## src/rtl/conv_data_seq_pkg.sv

```systemverilog
// Shared widths and FSM encodings for the controller-to-PE data-run sequencer.
package conv_data_seq_pkg;

   localparam int unsigned SEQ_W_SIZE       = 8;
   localparam int unsigned SEQ_W_CHANNEL    = 6;
   localparam int unsigned SEQ_W_FRAME_SIZE = 16;
   localparam int unsigned SEQ_W_DELAY      = 8;
   localparam int unsigned IFM_BUFFER_CNT   = 4;
   localparam int unsigned IFM_BUFFER       = 2;

   typedef enum logic [2:0] {
      SEQ_IDLE     = 3'd0,
      SEQ_WAIT_ROW = 3'd1,
      SEQ_RUN      = 3'd2,
      SEQ_DRAIN    = 3'd3,
      SEQ_DONE     = 3'd4
   } seq_state_e;

endpackage

```

## src/rtl/conv_idx_counter.sv

```systemverilog
// Nested channel/column/row wrap counter holding the next beat position to issue.
module conv_idx_counter #(
   parameter int unsigned W_SIZE    = 8,
   parameter int unsigned W_CHANNEL = 6
) (
   input  logic                 clk,
   input  logic                 rstn,
   input  logic                 i_clr,
   input  logic                 i_en,
   input  logic [W_SIZE-1:0]    i_last_col,
   input  logic [W_SIZE-1:0]    i_last_row,
   input  logic [W_CHANNEL-1:0] i_last_chn,
   output logic [W_SIZE-1:0]    o_row,
   output logic [W_SIZE-1:0]    o_col,
   output logic [W_CHANNEL-1:0] o_chn,
   output logic                 o_chn_wrap_c,
   output logic                 o_col_wrap_c,
   output logic                 o_row_wrap_c
);

   logic [W_SIZE-1:0]    r_row;
   logic [W_SIZE-1:0]    r_col;
   logic [W_CHANNEL-1:0] r_chn;

   assign o_row        = r_row;
   assign o_col        = r_col;
   assign o_chn        = r_chn;
   assign o_chn_wrap_c = (r_chn == i_last_chn);
   assign o_col_wrap_c = (r_col == i_last_col);
   assign o_row_wrap_c = (r_row == i_last_row);

   // Advance channel innermost, then column, then row on each enabled beat.
   always_ff @(posedge clk) begin
      if (rstn || i_clr) begin
         r_row <= '0;
         r_col <= '0;
         r_chn <= '0;
      end else if (i_en) begin
         if (o_chn_wrap_c) begin
            r_chn <= '0;
            if (o_col_wrap_c) begin
               r_col <= '0;
               r_row <= r_row + W_SIZE'(1);
            end else begin
               r_col <= r_col + W_SIZE'(1);
            end
         end else begin
            r_chn <= r_chn + W_CHANNEL'(1);
         end
      end
   end

endmodule

```

## src/rtl/conv_data_seq.sv

```systemverilog
// Frame sequencer issuing row/col/channel-tile data-run beats into the PE array.
module conv_data_seq
   import conv_data_seq_pkg::*;
#(
   parameter int unsigned W_SIZE       = SEQ_W_SIZE,
   parameter int unsigned W_CHANNEL    = SEQ_W_CHANNEL,
   parameter int unsigned W_FRAME_SIZE = SEQ_W_FRAME_SIZE,
   parameter int unsigned W_DELAY      = SEQ_W_DELAY,
   parameter int unsigned IFM_BUF_CNT  = IFM_BUFFER_CNT,
   parameter int unsigned W_IFM_BUF    = IFM_BUFFER
) (
   input  logic                    clk,
   input  logic                    rstn,
   input  logic                    i_start,
   input  logic [W_SIZE-1:0]       q_width,
   input  logic [W_SIZE-1:0]       q_height,
   input  logic [W_CHANNEL-1:0]    q_channel,
   input  logic [W_DELAY-1:0]      q_drain,
   input  logic                    i_row_ready,
   input  logic                    i_stall,
   output logic                    c_ctrl_data_run,
   output logic [W_SIZE-1:0]       c_row,
   output logic [W_SIZE-1:0]       c_col,
   output logic [W_CHANNEL-1:0]    c_chn,
   output logic [W_IFM_BUF-1:0]    c_ifm_buf,
   output logic                    c_first_chn,
   output logic                    c_last_chn,
   output logic [W_FRAME_SIZE-1:0] o_beat_cnt,
   output logic                    o_busy,
   output logic                    o_frame_done
);

   seq_state_e             r_state;
   logic [W_SIZE-1:0]      r_q_w;
   logic [W_SIZE-1:0]      r_q_h;
   logic [W_CHANNEL-1:0]   r_q_ch;
   logic [W_DELAY-1:0]     r_q_drain;
   logic [W_DELAY-1:0]     r_drain_cnt;
   logic                   r_zero;
   logic                   r_row_end;
   logic                   r_frame_end;

   logic [W_SIZE-1:0]      w_row;
   logic [W_SIZE-1:0]      w_col;
   logic [W_CHANNEL-1:0]   w_chn;
   logic                   w_chn_wrap;
   logic                   w_col_wrap;
   logic                   w_row_wrap;
   logic                   w_emit;
   logic                   w_clr;

   // A beat goes out on row entry (readiness checked) or mid-row when not stalled.
   assign w_emit = ((r_state == SEQ_WAIT_ROW) && !r_zero && i_row_ready) ||
                   ((r_state == SEQ_RUN) && !r_row_end && !i_stall);
   assign w_clr  = (r_state == SEQ_IDLE) && i_start;

   conv_idx_counter #(
      .W_SIZE    (W_SIZE),
      .W_CHANNEL (W_CHANNEL)
   ) u_idx (
      .clk          (clk),
      .rstn         (rstn),
      .i_clr        (w_clr),
      .i_en         (w_emit),
      .i_last_col   (r_q_w - W_SIZE'(1)),
      .i_last_row   (r_q_h - W_SIZE'(1)),
      .i_last_chn   (r_q_ch - W_CHANNEL'(1)),
      .o_row        (w_row),
      .o_col        (w_col),
      .o_chn        (w_chn),
      .o_chn_wrap_c (w_chn_wrap),
      .o_col_wrap_c (w_col_wrap),
      .o_row_wrap_c (w_row_wrap)
   );

   // Sequencer FSM with shadow config, drain counter and registered beat outputs.
   always_ff @(posedge clk) begin
      if (rstn) begin
         r_state         <= SEQ_IDLE;
         r_q_w           <= '0;
         r_q_h           <= '0;
         r_q_ch          <= '0;
         r_q_drain       <= '0;
         r_drain_cnt     <= '0;
         r_zero          <= 1'b0;
         r_row_end       <= 1'b0;
         r_frame_end     <= 1'b0;
         c_ctrl_data_run <= 1'b0;
         c_row           <= '0;
         c_col           <= '0;
         c_chn           <= '0;
         c_ifm_buf       <= '0;
         c_first_chn     <= 1'b0;
         c_last_chn      <= 1'b0;
         o_beat_cnt      <= '0;
         o_busy          <= 1'b0;
         o_frame_done    <= 1'b0;
      end else begin
         // Indices always track the next unissued beat; flags only qualify real beats.
         c_ctrl_data_run <= w_emit;
         c_row           <= w_row;
         c_col           <= w_col;
         c_chn           <= w_chn;
         c_ifm_buf       <= w_emit ? W_IFM_BUF'(w_row & W_SIZE'(IFM_BUF_CNT - 1)) : '0;
         c_first_chn     <= w_emit && (w_chn == '0);
         c_last_chn      <= w_emit && w_chn_wrap;
         r_row_end       <= w_emit && w_chn_wrap && w_col_wrap;
         r_frame_end     <= w_emit && w_chn_wrap && w_col_wrap && w_row_wrap;
         o_frame_done    <= 1'b0;
         if (w_emit && (o_beat_cnt != '1)) begin
            o_beat_cnt <= o_beat_cnt + W_FRAME_SIZE'(1);
         end

         case (r_state)
            SEQ_IDLE: begin
               if (i_start) begin
                  r_q_w      <= q_width;
                  r_q_h      <= q_height;
                  r_q_ch     <= q_channel;
                  r_q_drain  <= q_drain;
                  r_zero     <= (q_width == '0) || (q_height == '0) || (q_channel == '0);
                  o_beat_cnt <= '0;
                  o_busy     <= 1'b1;
                  r_state    <= SEQ_WAIT_ROW;
               end
            end
            SEQ_WAIT_ROW: begin
               if (r_zero) begin
                  o_frame_done <= 1'b1;
                  r_state      <= SEQ_DONE;
               end else if (i_row_ready) begin
                  r_state <= SEQ_RUN;
               end
            end
            SEQ_RUN: begin
               if (r_row_end) begin
                  if (r_frame_end) begin
                     r_drain_cnt <= r_q_drain;
                     r_state     <= SEQ_DRAIN;
                  end else begin
                     r_state <= SEQ_WAIT_ROW;
                  end
               end
            end
            SEQ_DRAIN: begin
               if (r_drain_cnt == '0) begin
                  o_frame_done <= 1'b1;
                  r_state      <= SEQ_DONE;
               end else begin
                  r_drain_cnt <= r_drain_cnt - W_DELAY'(1);
               end
            end
            SEQ_DONE: begin
               o_busy  <= 1'b0;
               r_state <= SEQ_IDLE;
            end
            default: begin
               o_busy  <= 1'b0;
               r_state <= SEQ_IDLE;
            end
         endcase
      end
   end

endmodule

```

## config.mk

```make
export PLATFORM = sky130hd
export DESIGN_NAME = conv_data_seq
export DESIGN_NICKNAME = d
export VERILOG_FILES = /design/src/rtl/conv_data_seq_pkg.sv /design/src/rtl/conv_idx_counter.sv /design/src/rtl/conv_data_seq.sv
export SDC_FILE = /design/constraint.sdc
export NUM_CORES = 1
export LEC_CHECK = 0
export CORE_ASPECT_RATIO = 1.25
export CORE_MARGIN = 8
export CORE_UTILIZATION = 42
export DETAILED_ROUTE_END_ITERATION = 12
export HOLD_SLACK_MARGIN = 0.15
export PLACE_DENSITY = 0.69
export SETUP_SLACK_MARGIN = 0.3
export SYNTH_ARGS = -nofsm -noshare
export SYNTH_HDL_FRONTEND = slang
export SYNTH_SLANG_ARGS = --single-unit
```

## constraint.sdc

```tcl
create_clock -name clk -period 3.03 [get_ports clk]
set_input_delay 0.303 -clock clk [delete_from_list [all_inputs] [get_ports clk]]
set_output_delay 0.303 -clock clk [all_outputs]
set_load 0.1 [all_outputs]
```

**Yosys cells after proc, flatten, opt, wreduce, memory -nomap -nowiden**

Cells that the tools add are included.

- Flip-flop bits (word level): 111
- Bits in latches: 0
- Memory bits (writable): 0
- ROM bits: 0
- Bits of input ports: 35
- Output and inout bits: 45
- Logic and storage cells: 98
- Memories: 0

- Add/sub/neg operators: 8
- Multiply operators: 0
- Divide/modulo/power cells: 0
- Order comparisons: 0
- Equality and inequality tests: 13
- Shift-type cells: 0
- Mux-type cells: 21
- Bitwise logic cells: 2
- Reduce and logical (&&, ||, !) cells: 32

Operators by type and width:

| operator | number |
|---|---|
| 2-to-1 mux 16 bit | 3 |
| 2-to-1 mux 8 bit | 4 |
| zero test 8 bit | 3 |
| subtractor 8 x 1 -> 8 bit (second input constant) | 3 |
| adder 16 x 1 -> 16 bit (second input constant) | 1 |
| adder 8 x 1 -> 8 bit (second input constant) | 2 |
| equality test 8 bit | 2 |
| != test 16 bit (second input constant) | 1 |
| case mux 8 bit (2 select lines) | 1 |
| 2-to-1 mux 3 bit | 5 |
| zero test 6 bit | 2 |
| case mux 3 bit (4 select lines) | 1 |
| logical AND 1 bit | 10 |
| != test 2 bit (second input constant) | 5 |
| AND reduction 4 bit | 2 |
| adder 6 x 1 -> 6 bit (second input constant) | 1 |
| equality test 3 x 2 -> 1 bit (second input constant) | 2 |
| equality test 6 bit | 1 |
| 2-to-1 mux 6 bit | 1 |
| AND reduction 2 bit | 3 |
| subtractor 6 x 1 -> 6 bit (second input constant) | 1 |
| logical OR 1 bit | 4 |
| case mux 1 bit (2 select lines) | 2 |
| equality test 3 x 1 -> 1 bit (second input constant) | 1 |
| other kinds (10) | 15 |

**Depth between registers and ports, before layout**

Gate-level depths: netlist (run 1).

- Depth after elaboration: 8
- Gate-level depth with buffers: 10
- Gate-level depth less buffers: 8

**Hierarchy**

From an unflattened synthesis (run 1), not the netlist that was laid out.

- Cells, all modules: 610
- Area, all modules: 5,228.8 µm²

Modules (own cells, without submodules):

| module | instances | cells each | area each (µm²) | sequential area each (µm²) |
|---|---|---|---|---|
| conv_data_seq | 1 | 447 | 3,860.0 | 1,781.7 |
| conv_idx_counter | 1 | 163 | 1,368.8 | 440.4 |

**Least setup slack after synthesis (run 1)**

Ideal clock, no wire load.

- Kind: register -> register
- Start point: reg r_q_ch[0]
- End point: reg u_idx.r_col[5], in the netlist u_idx.o_col[5]
- Library setup time: 0.071 ns
- Arrival: 2.672 ns
- Data required time: 2.959 ns
- Path slack: 0.287 ns
- Stages on the path, launching flop included: 8
- Path buffers: 1
- Clock period less this slack: 2.743 ns
- Cells stage by stage: dfxtp_1 or4_1 or3_1 a2111o_1 or3_4 buf_6 or4_1 a21oi_1

- Word-level cells in the longest chain between the ends: 3

Ends and longest elaborated chain:

| item | RTL line | text |
|---|---|---|
| start, declared | conv_data_seq.sv:36 | `logic [W_CHANNEL-1:0] r_q_ch;` |
| start signal, assigned | conv_data_seq.sv:119 | `r_q_ch <= q_channel;` |
| subtractor 6 x 1 -> 6 bit | conv_data_seq.sv:67 | `.i_last_chn (r_q_ch - W_CHANNEL'(1)),` |
| equality test 6 bit | conv_idx_counter.sv:28 | `assign o_chn_wrap_c = (r_chn == i_last_chn);` |
| AND reduction 2 bit (no source line) | n/a |  |
| end signal, assigned | conv_idx_counter.sv:45 | `r_col <= r_col + W_SIZE'(1);` |
| end, declared | conv_idx_counter.sv:22 | `logic [W_SIZE-1:0] r_col;` |

No other way between the ends.
A chain may end at the register's enable or synchronous reset.

**Worst setup path in the final report (run 1)**

- Start point: reg r_q_ch[0]
- End point: reg u_idx.r_col[0], in the netlist u_idx.o_col[0]

Same word-level chain as after synthesis.

==> run metrics, run 1 <==
status finished, final reports clean; sequential-to-total area share from yosys stat 44.6%; CP Class flop to flop; flops & latches, synth 111; crit path from r_q_ch[0]; Root Buffer clkbuf_16; top-count cell post-synth dfxtp_1; core area 0.0116 mm²; Register Area 0.00223 mm²; hold_ws 0.459 ns; routed vias 4,485; setup tns final 0 ns; Place WS 0.198 ns; Mean Syn Cell Area 8.29 µm²; Die Height 138 µm; Comb pwr share 12.3%; initial antenna violation count 0; Inserted Clock Buffers 9; Power, Total 3.21 mW; Post-DRT Antenna Nets 0; DR iter-0 viols 257; crit path max fanout 7; worst skew pair latency 0.35 ns; Vias/cell 5.35; worst vdd ir 0.246 mV; Max Cap Viol 0; Sink Count 111; PortBufs 79; TritonCTS clock tree yes; Clock Path Buffers 2; 1st-pass router iterations 5; final worst slack 0.329 ns; Final min period 2.70 ns; fin. max-slew vios 0; Synth top cells by count dfxtp_1 (111), nand2_1 (88), a21oi_1 (53); async set-reset flop share out of synthesis 0%; multi-input logic area 0.00263 mm²; Startpoint Class flop; Synth Warn # 0; first-pass GRT wire length 21,000 µm; Final Hold Vio Count 0; Clk pwr share 39.7%; total grt overflow 0; final setup fails 0; largest net degree at the start of global routing 40; Synth Cell Area 0.00498 mm²; PwrDens 516 mW/mm²; hold buffers post-CTS 0; GPL Wtd Cong 0.878; slew margin rel. 34.9%; Worst Hold Class flop to flop; CP max-delay cell or4_4; largest cells by area after synthesis dfxtp_1 (45%), nand2_1 (6.6%), a21oi_1 (5.3%); HPWL Detailed 8930 µm; largest delay contributor family on the critical path simple AND/OR/NAND/NOR gates; Placement Rows 44; vias in the first global route 4,336; CP peak stage delay 0.52 ns; Crit. End Element flop; sw power 0.779 mW; worst reg2reg path startpoint r_q_ch[0]; Cells after Synth 601; RSZ-0062 raised after global routing yes; data required time of the critical path 3.25 ns; area delta synth->final 25.1%; sequential share of power 48.0%; worst path bufs/invs 1; share of the synthesized area in the top cell type 44.6%; Total GRT Usage 16.6%; Layout Skew 0.00862 ns; Die ar. 0.0156 mm²; EDFF count, synth 0; worst path arrival time 2.93 ns; Leakage 2.24 nW; Final nets 717; layout cell share with drive strength beyond 1 13.6%; Routed wire per std cell 15.4 µm; leading area contributor after synthesis dfxtp_1; Tcrit/Tclk final 89.2%; clock-pin transition on the worst setup and hold timing paths 0.07 ns; Remaining DRCs 0; hold path startpoint r_q_drain[2]; I/O Pins 80; Initial Utilization 42.9%; fillcell total 1,070; H-tree depth 3; fmax 370 MHz; Netlist cell types 51; Synth Flop Type dfxtp_1; Post-Route WL 13,000 µm; Sw Share 24.2%; Synth Net Count 645; Pint 2.44 mW; worst slew pin tran 0.974 ns; ant diodes 0; CP cell instances or4_4 > or3_1 > a2111o_1 > or3_4 > buf_4 > o21bai_2 > nor2_1; Horiz. Die Dim 113 µm
## tightest hold or removal path: cells and delay by family, from the launching register on
family / cells / cell delay [ns]
DFF: 1 / 0.31
and+or+nand+nor: 1 / 0.05
AOI/OAI and AO/OA: 1 / 0.05
## per-layer routing
metal	part of all wire (%)	wire, µm	vias to the layer above	GRT usage (%)
li1	-	-	2229	-
met1	45	5770	2127	20.3
met2	50	6470	113	27.8
met3	4.0	516	16	3.20
met4	1.6	202	0	7.57
met5	0	0	-	0
## layout make-up
| class | instances | area share [%] |
|---|---|---|
| Clock buffer | 13 | 4.18 |
| Timing Repair Buffer | 93 | 12.6 |
| Tap cell | 161 | 3.23 |
| Multi-Input combinational cell | 441 | 42.2 |
| Inverter | 17 | 1.02 |
| Sequential cell | 111 | 35.8 |
| Clock inverter | 3 | 1.04 |
## per-stage QoR
stage	cell area [µm²]	utilization (%)	std cells
6_report	6230	53.7	839
5_1_grt	6230	53.7	839
4_1_cts	6190	53.3	838
3_5_place_dp	5800	49.9	816
3_3_place_gp	5800	49.9	816
2_1_floorplan	4980	-	601
## power by group through the flow
stage	Clock, mW	Combinational (mW)	Sequential [mW]
after global routing	1.37	0.436	1.55
after detailed placement	0	0.383	1.58
after floorplan	0	0.243	1.59
after CTS	1.30	0.397	1.54
final	1.27	0.395	1.54
after global placement	0	0.372	1.57
## cells by family after synthesis
logic type | share of synthesized area [%]
AND/OR/NAND/NOR | 27.2
flip-flops | 44.6
AO/OA/AOI/OAI | 13.3
buffers and inverters | 3.99
XOR/XNOR | 8.44
adder cells (fa/ha/maj) | 2.26
multiplexers | 0.201
## worst paths after layout
path                                       end  slack, ns  cells after the start
worst min register to register    r_q_drain[2]       0.46                      2
worst max-delay path            u_idx.o_col[0]       0.33                      7
worst min-delay path              r_q_drain[2]       0.46                      2
worst max register to register  u_idx.o_col[0]       0.33                      7
## flip-flops by register name, summed over array words and instances (netlist names)
signal	count
c_row	8
o_frame_done	1
u_idx.o_chn	6
c_ifm_buf	2
r_state	3
c_col	8
c_last_chn	1
u_idx.o_row	8
r_zero	1
o_busy	1
r_frame_end	1
r_drain_cnt	8
c_ctrl_data_run	1
r_q_ch	6
c_chn	6
r_q_drain	8
r_q_w	8
c_first_chn	1
u_idx.o_col	8
r_q_h	8
o_beat_cnt	16
r_row_end	1
## layout by cell type (no fill, tap or decap), types with 4 or more instances in the layout
cell type        netlist  routed
dfxtp_1              111     108
nand2_1               88      88
buf_4                  0      56
nor2_1                51      51
a21oi_1               53      51
clkdlybuf4s50_1        0      36
xnor2_1               30      30
nor2b_1               24      24
nor3_1                24      23
nand4_1               18      18
xor2_1                18      18
inv_1                 17      17
o21ai_0               15      15
nand3_1               12      12
nor4_1                11      10
or4_1                 13      10
a31oi_1                9       9
ha_1                   9       9
clkbuf_16              0       9
o31ai_1                9       7
or3_1                  5       5
nand2b_1               4       4
## timing repair
item | in CTS | in global routing
cloned | 2 | 0
pin swaps | 12 | 8
resized for setup | 5 | 10
buffers inserted | 4 | 1
setup endpoints to repair | 13 | 18
No activity file was read; power rests on OpenSTA's default activity.
==> inputs of run 2 (changes only) <==
HOLD_SLACK_MARGIN = 0.05   (was 0.15)
PLACE_DENSITY = not set   (was 0.69)
PLACE_DENSITY_LB_ADDON = 0.1   (was not set)
==> run 2 against run 1 <==
Final cell count increased by 0.48%; utilization increased by 0.15 points; sequential cell count unchanged; hold slack got worse by 0.014 ns; register-to-register slack about the same; combinational power increased by 1%; via count decreased by 0.51%; sequential share of layout area decreased by 0.14 points; design area increased by 0.28%; largest cell class unchanged.
==> run metrics, run 2 (synthesis gave the netlist of run 1 again) <==
placed cell count 819; first-pass GRT wire length 21,200 µm; Die Height 138 µm; core area 0.0116 mm²; area delta synth->final 25.4%; largest net degree at the start of global routing 39; Power, Total 3.10 mW; crit path max fanout 6; GPL Wtd Cong 0.816; Final nets 721; sw power 0.825 mW; Root Buffer clkbuf_16; Total GRT Usage 16.9%; routed vias 4,462; Place WS 0.233 ns; Die ar. 0.0156 mm²; total grt overflow 0; final setup fails 0; Register Area 0.00223 mm²; worst skew pair latency 0.35 ns; hold_ws 0.444 ns; DR iter-0 viols 157; Vias/cell 5.29; Final min period 2.70 ns; status finished, final reports clean; fin. max-slew vios 0; Final Hold Vio Count 0; vias in the first global route 4,386; Comb pwr share 12.8%; RSZ-0062 raised after global routing yes; placed cell area 0.00582 mm²; data required time of the critical path 3.32 ns; Finished Layout Cells 843; Layout Skew 0.0105 ns; worst slew pin tran 0.974 ns; Routed wire per std cell 15.4 µm; TritonCTS clock tree yes; I/O Pins 80; most frequent cells in the layout dfxtp_1 (108), nand2_1 (88), buf_4 (61); H-tree depth 3; clock-pin transition on the worst setup and hold timing paths 0.07 ns; Post-DRT Antenna Nets 0; CP peak stage delay 0.52 ns; slew margin rel. 34.8%; Max Cap Viol 0; Sw Share 26.6%; Leakage 2.23 nW; Post-Route WL 13,000 µm; worst vdd ir 0.280 mV; fillcell total 1,084; CP Class flop to flop; most common cell after layout, fill and taps aside dfxtp_1; Placement Rows 44; CP max-delay cell or4_4; Tcrit/Tclk final 89.0%; Remaining DRCs 0; Inserted Clock Buffers 9; Crit. End Element flop; Clock Path Buffers 2; Worst Hold Class primary input to flop; Initial Utilization 42.9%; ant diodes 0; Pint 2.28 mW; final worst slack 0.334 ns; 1st-pass router iterations 4; worst path arrival time 2.99 ns; final instance area 0.00625 mm²; sequential share of power 49.7%; max reg flops 16; fmax 371 MHz; PwrDens 497 mW/mm²; setup tns final 0 ns; HPWL Detailed 9000 µm; CP cell instances or4_4 > or3_1 > a2111o_1 > or3_4 > or4_1 > a21oi_2; initial antenna violation count 0; multi-input logic area 0.00265 mm²; layout cell share with drive strength beyond 1 15.0%; PortBufs 79; Sink Count 111; Startpoint Class flop; Clk pwr share 37.5%; Finished Core Util 53.8%; Most flops, register o_beat_cnt; Horiz. Die Dim 113 µm
## run 2: cell count changes in the layout (fill, tap and decap cells not counted), moves of 2 or more
| cell | change |
|---|---|
| o31ai_1 | -2 |
| clkinvlp_4 | +3 |
| bufinv_16 | -2 |
| buf_4 | +5 |
| clkbuf_1 | -2 |
## run 2: power groups by stage
stage,clock network [mW],logic [mW],registers (mW)
floorplan,0,0.243,1.59
global placement,0,0.382,1.57
detailed placement,0,0.388,1.57
CTS,1.19,0.399,1.54
global route,1.26,0.441,1.55
finish,1.16,0.399,1.54
## run 2: final timing paths
| check | from | end | slack [ns] | cells after the start |
|---|---|---|---|---|
| worst max-delay path | r_q_ch[1] | u_idx.o_row[6] | 0.33 | 6 |
| worst min register to register | r_q_drain[2] | r_q_drain[2] | 0.46 | 2 |
| worst min-delay path | rstn | c_col[4] | 0.44 | 2 |
| worst max register to register | r_q_ch[1] | u_idx.o_row[6] | 0.33 | 6 |
## run 2: metal layers
layer  GRT usage (%)  share of wire [%]
met4            7.05                1.4
met5               0                  0
met1            19.6                 44
met3            3.03                4.2
met2            30.0                 50
## run 2: critical path: cells and delay by family (launching register included)
| kind | cells | cell delay, ns |
|---|---|---|
| flip-flops | 1 | 0.32 |
| AO/OA/AOI/OAI | 2 | 0.58 |
| AND/OR/NAND/NOR | 4 | 1.75 |
## run 2: timing repair
action / 4_1_cts / 5_1_grt
buffers inserted: 4 / 2
endpoints found under the setup margin: 9 / 12
pin swaps: 9 / 5
gates cloned: 2 / 0
hold buffers: 0 / 0
resized for setup: 8 / 10
## run 2: final cells by class
type                            count  share of cell area, %
Clock inverter                      5                  0.641
Tap cell                          161                   3.22
Timing Repair Buffer               97                   13.0
Clock buffer                       11                   4.04
Multi-Input combinational cell    441                   42.4
Inverter                           17                   1.02
Sequential cell                   111                   35.6
==> inputs of run 3 (changes only) <==
HOLD_SLACK_MARGIN = 0.06   (was 0.05)
==> results of run 3 <==
No change in the layout: final DEF, timing and power equal those of run 2.
==> variant 1 (settings of run 1) <==
The package constant `SEQ_W_FRAME_SIZE` goes from 16 to 8.
--- a/src/rtl/conv_data_seq_pkg.sv
+++ b/src/rtl/conv_data_seq_pkg.sv
@@ -4,5 +4,5 @@
    localparam int unsigned SEQ_W_SIZE       = 8;
    localparam int unsigned SEQ_W_CHANNEL    = 6;
-   localparam int unsigned SEQ_W_FRAME_SIZE = 16;
+   localparam int unsigned SEQ_W_FRAME_SIZE = 8;
    localparam int unsigned SEQ_W_DELAY      = 8;
    localparam int unsigned IFM_BUFFER_CNT   = 4;
Ports: changed (resized o_beat_cnt); port bits go from 80 to 72. No check against the original RTL was run, so the function may have changed too.
==> variant 1 against run 1 <==
  * Sequential cell count is 8 lower
  * Critical endpoint is now u_idx.o_row[3]
  * Setup slack better by 0.20 ns
  * Global-route usage is 0.85 points lower
  * Synthesized area is 6.8% lower
  * Sequential power is 4% lower
  * Routed wire length is 15% lower
  * Total power is 1.3% lower
  * Synthesized cell count is 8.3% lower
  * Worst hold slack worse by 0.011 ns
  * Design area is 8.4% lower
==> variant 1: results (changes against run 1) <==
GRT
  – Pin count of the biggest net entering global routing: 43 (+7.5%)
  – Met3 Track Usage GR: 0.0454 (+0.0134)
  – Total Routing Usage GR: 0.158 (-0.00846)
  – Met1 Resource Use GR: 0.179 (-0.0242)
  – GR Util met2: 0.269 (-0.00964)
  – First-pass GRT wire length: 18,500 um (-12%)

Place
  – Placer Congestion: 0.803 (-8.5%)
  – Port Buffers: 71 (-10%)
  – DP Area: 5410 um^2 (-6.8%)

Critical path
  – CP max stage cell: or4_1
  – Worst R2R Path Depth: 8 (+1)

Synth
  – Synth cell count leaders: 103 x dfxtp_1, 90 x nand2_1, 44 x a21oi_1, 44 x nor2_1
  – Post-synthesis adder-cell area fraction: 0.0242 (+0.00164)
  – Area contributors post-synth: dfxtp_1 44%, nand2_1 7.3%, a21oi_1 4.7%
  – XOR/XNOR Fraction of Synth Area: 0.0926 (+0.00827)
  – Synth Net Count: 595 (-7.8%)
  – Mux cell area share after synthesis: 0.0197 (+0.0177)
  – Cell variety after synth: 52 (+2.0%)
  – Sequential-to-total area share from yosys stat: 0.444 (-0.00216)

Power and ir drop
  – Leak: 2.20 nW (-1.7%)

Finish
  – Fillers: 1,039 (-2.9%)
  – Post-route cell area: 5710 um^2 (-8.4%)
  – Fin nets: 658 (-8.2%)

Outcome
  – Run status: finished clean

Timing
  – Worst clock skew: 0.00627 ns (-0.00235 ns)
  – Worst slew pin tran: 0.974 ns (+0.000260 ns)

Clock network
  – CTS resizes: 0 (-5)
  – # Post-CTS Setup Buffers: 0 (-4)

Routing
  – Iteration-0 DRC Markers: 229 (-11%)
  – Metal-1 WL: 4540 um (-21%)
  – Met2 routed WL: 5630 um (-13%)

Min path
  – Hold crit path type: in2reg
[variant 1: cell types whose count changed after synthesis, moves of 8 or more]
cell	delta
and3_1	+9
o31ai_1	-8
clkbuf_1	-8
or4_1	-9
a21oi_1	-9
a31oi_1	-8
dfxtp_1	-8
nand4_1	-15
[variant 1: layout make-up]
type                    count  share of cell area
repair buffers             78               0.121
flip-flops and latches    103               0.361
clock buffers               9              0.0394
well taps                 135              0.0296
clock inverters             7              0.0127
inverters                  12             0.00789
multi-input cells         410               0.428
[variant 1: power by group]
part | switching [mW] | internal, mW | total, mW
clock | 0.506 | 0.641 | 1.15
sequential | 0.0691 | 1.41 | 1.48
combinational | 0.319 | 0.226 | 0.545
total | 0.894 | 2.28 | 3.17
[variant 1: worst paths after layout]
check                        end  slack, ns    startpoint
setup / recovery  u_idx.o_row[3]       0.53     r_q_ch[0]
hold / removal          c_chn[1]       0.45          rstn
setup reg to reg  u_idx.o_row[3]       0.53     r_q_ch[0]
hold reg to reg     r_q_drain[1]       0.46  r_q_drain[1]
==> variant 2 (config.mk and constraints of run 1) <==
Made on the original files. Make the reset (`rstn`) asynchronous in one clocked block.
--- a/src/rtl/conv_data_seq.sv
+++ b/src/rtl/conv_data_seq.sv
@@ -75,5 +75,5 @@
 
    // Sequencer FSM with shadow config, drain counter and registered beat outputs.
-   always_ff @(posedge clk) begin
+   always_ff @(posedge clk or posedge rstn) begin
       if (rstn) begin
          r_state         <= SEQ_IDLE;
Function: differs if rstn is asserted again (counterexample within 4 cycles, from zero or initial values and one cycle with rstn high); with rstn held inactive, the same outputs for 10 cycles.
==> variant 2 against run 1 <==
  * Synthesized area grew 4.2%
  * Routed wire length down 6.2%
  * Die area up 3.7%
  * Count of clock-buffer cells in the layout down 2
  * Core utilization up 0.25 points
  * Design area up 4.7%
  * Sequential cell count is the same
  * Global-route usage is 1.5 points lower
  * Setup slack improved by 0.065 ns
  * Critical endpoint is now u_idx.o_row[2]
Power is not compared: it rests on default switching activity, and its combinational part moved more than twofold at a synthesized area within 25%.
==> variant 2: results (changes against run 1) <==
Finish
  – Multi-input gate count: 351 (-20%)
  – Signal buffers: 100 (+7.5%)
  – Area occupied by registers: 2670 um^2 (+20%)
  – Fillers: 1,094 (+2.2%)
  – Non-clock inverter total of the final layout: 15 (-2)
  – Multi-input combinational area share: 0.372 (-0.0500)
  – Fin nets: 632 (-12%)
  – Final std cells w/o fill: 757 (-9.8%)
  – Clk tree area frac: 0.0447 (-0.00752)
  – Multi-input logic area: 2420 um^2 (-7.7%)
  – Seq_cells: 111 (unchanged)
  – Layout clock buffer count: 11 (-2)
  – Layout non-clock buf frac: 0.134 (+0.00815)
  – Layout cells sized above 1: 0.219 (+0.0835)

Critical path
  – Reg2reg setup slack: 0.39 ns (+0.07 ns)
  – Critical-path maximum fanout: 6 (-1)

Synth
  – Synth Area in Compound Gates: 0.0981 (-0.0350)
  – Cell variety after synth: 55 (+7.8%)
  – Synth cell count leaders: 89 x dfrtp_1, 49 x nor2_1, 30 x nand2_1, 30 x o21ai_0, 27 x xnor2_1
  – Post-synthesis adder-cell area fraction: 0.0217 (-0.000910)
  – Synth Net Count: 539 (-16%)
  – Mux cell area share after synthesis: 0.0603 (+0.0582)
  – Area contributors post-synth: dfrtp_1 43%, dfxtp_1 8.5%, mux2_2 5.6%
  – Post-synth ARST share: 0.802 (+0.802)
  – Sequential-to-total area share from yosys stat: 0.514 (+0.0679)
  – Cells after synthesis: 495 (-18%)
  – XOR/XNOR Fraction of Synth Area: 0.0894 (+0.00504)

Place
  – DP Area: 6080 um^2 (+4.8%)
  – Placed cell count: 725 (-11%)
  – Placer Congestion: 0.825 (-5.9%)
  – Worst slack, placed: 0.173 ns (-0.0244 ns)

Routing
  – Drt total wl: 12,200 um (-6.2%)
  – Iteration-0 DRC Markers: 133 (-48%)
  – DRT Pass-1 Iters: 6 (+1)

Min path
  – Hold crit path type: in2async

GRT
  – Total Routing Usage GR: 0.151 (-0.0151)
  – First-pass GRT wire length: 19,600 um (-6.4%)
  – Vias in the first global route: 4,110 (-5.2%)
  – Pin count of the biggest net entering global routing: 44 (+10%)

Timing
  – Final Cycle Share: 0.870 (-0.0215)
  – Worst clock skew: 0.00818 ns (-0.000442 ns)
  – Rel. slew slack: 0.350 (+0.00130)
  – Minimum hold slack: 0.371 ns (-0.0874 ns)

Clock network
  – Clk_lat worst skew: 0.35 ns (about the same)
  – CTS resizes: 1 (-4)

Outcome
  – Run status: finished clean

Floorplanning
  – TAP cells: 164 (+1.9%)
==> variant 2: cell count changes after synthesis, sizes merged, moves of 4 or more <==
cell | before | now
nand4 | 18 | 8
xor2 | 18 | 26
o21ai | 16 | 31
dfrtp | 0 | 89
a21oi | 53 | 25
nor2b | 24 | 5
nand2 | 88 | 30
dfxtp | 111 | 22
nor3 | 25 | 15
clkbuf | 31 | 14
a31oi | 9 | 1
mux2 | 0 | 26
nand3 | 12 | 16
==> variant 2: metal layers <==
layer  routed length, um  part of all wire  up-vias  track usage
met3                 603             0.050       20       0.0267
li1                    -                 -     1925            -
met2                5830              0.48      100        0.238
met4                 323             0.027        0       0.0853
met5                   0                 0        -            0
met1                5390              0.44     1885        0.190
==> variant 2: path summary, 6_finish.rpt <==
kind	from	to	cells past startpoint
worst min-delay path	rstn	c_row[2]	2
worst max-delay path	r_q_ch[0]	u_idx.o_row[2]	9
worst min register to register	u_idx.o_col[7]	c_col[7]	0
min in group clk	u_idx.o_col[7]	c_col[7]	0
max in group asynchronous	rstn	r_q_w[2]	3
worst max register to register	r_q_ch[0]	u_idx.o_row[2]	9
==> variant 2: critical path: stages, from the launching register on <==
cell and delay (ns):
dfrtp_1 0.42, inv_2 0.08, ha_2 0.27, xnor2_1 0.13, a211o_1 0.31, or3_4 0.35
or2_4 0.29, buf_2 0.17, or4_4 0.42, a21oi_2 0.13
==> variant 2: cell families (layout without fill, tap and decap cells) <==
family                   after synthesis  count (layout)
XOR/XNOR                              53              53
adder cells (fa/ha/maj)                9               9
multiplexers                          28              28
AND/OR/NAND/NOR                      180             181
AO/OA/AOI/OAI                         80              80
buffers and inverters                 34             131
flip-flops                           111             111
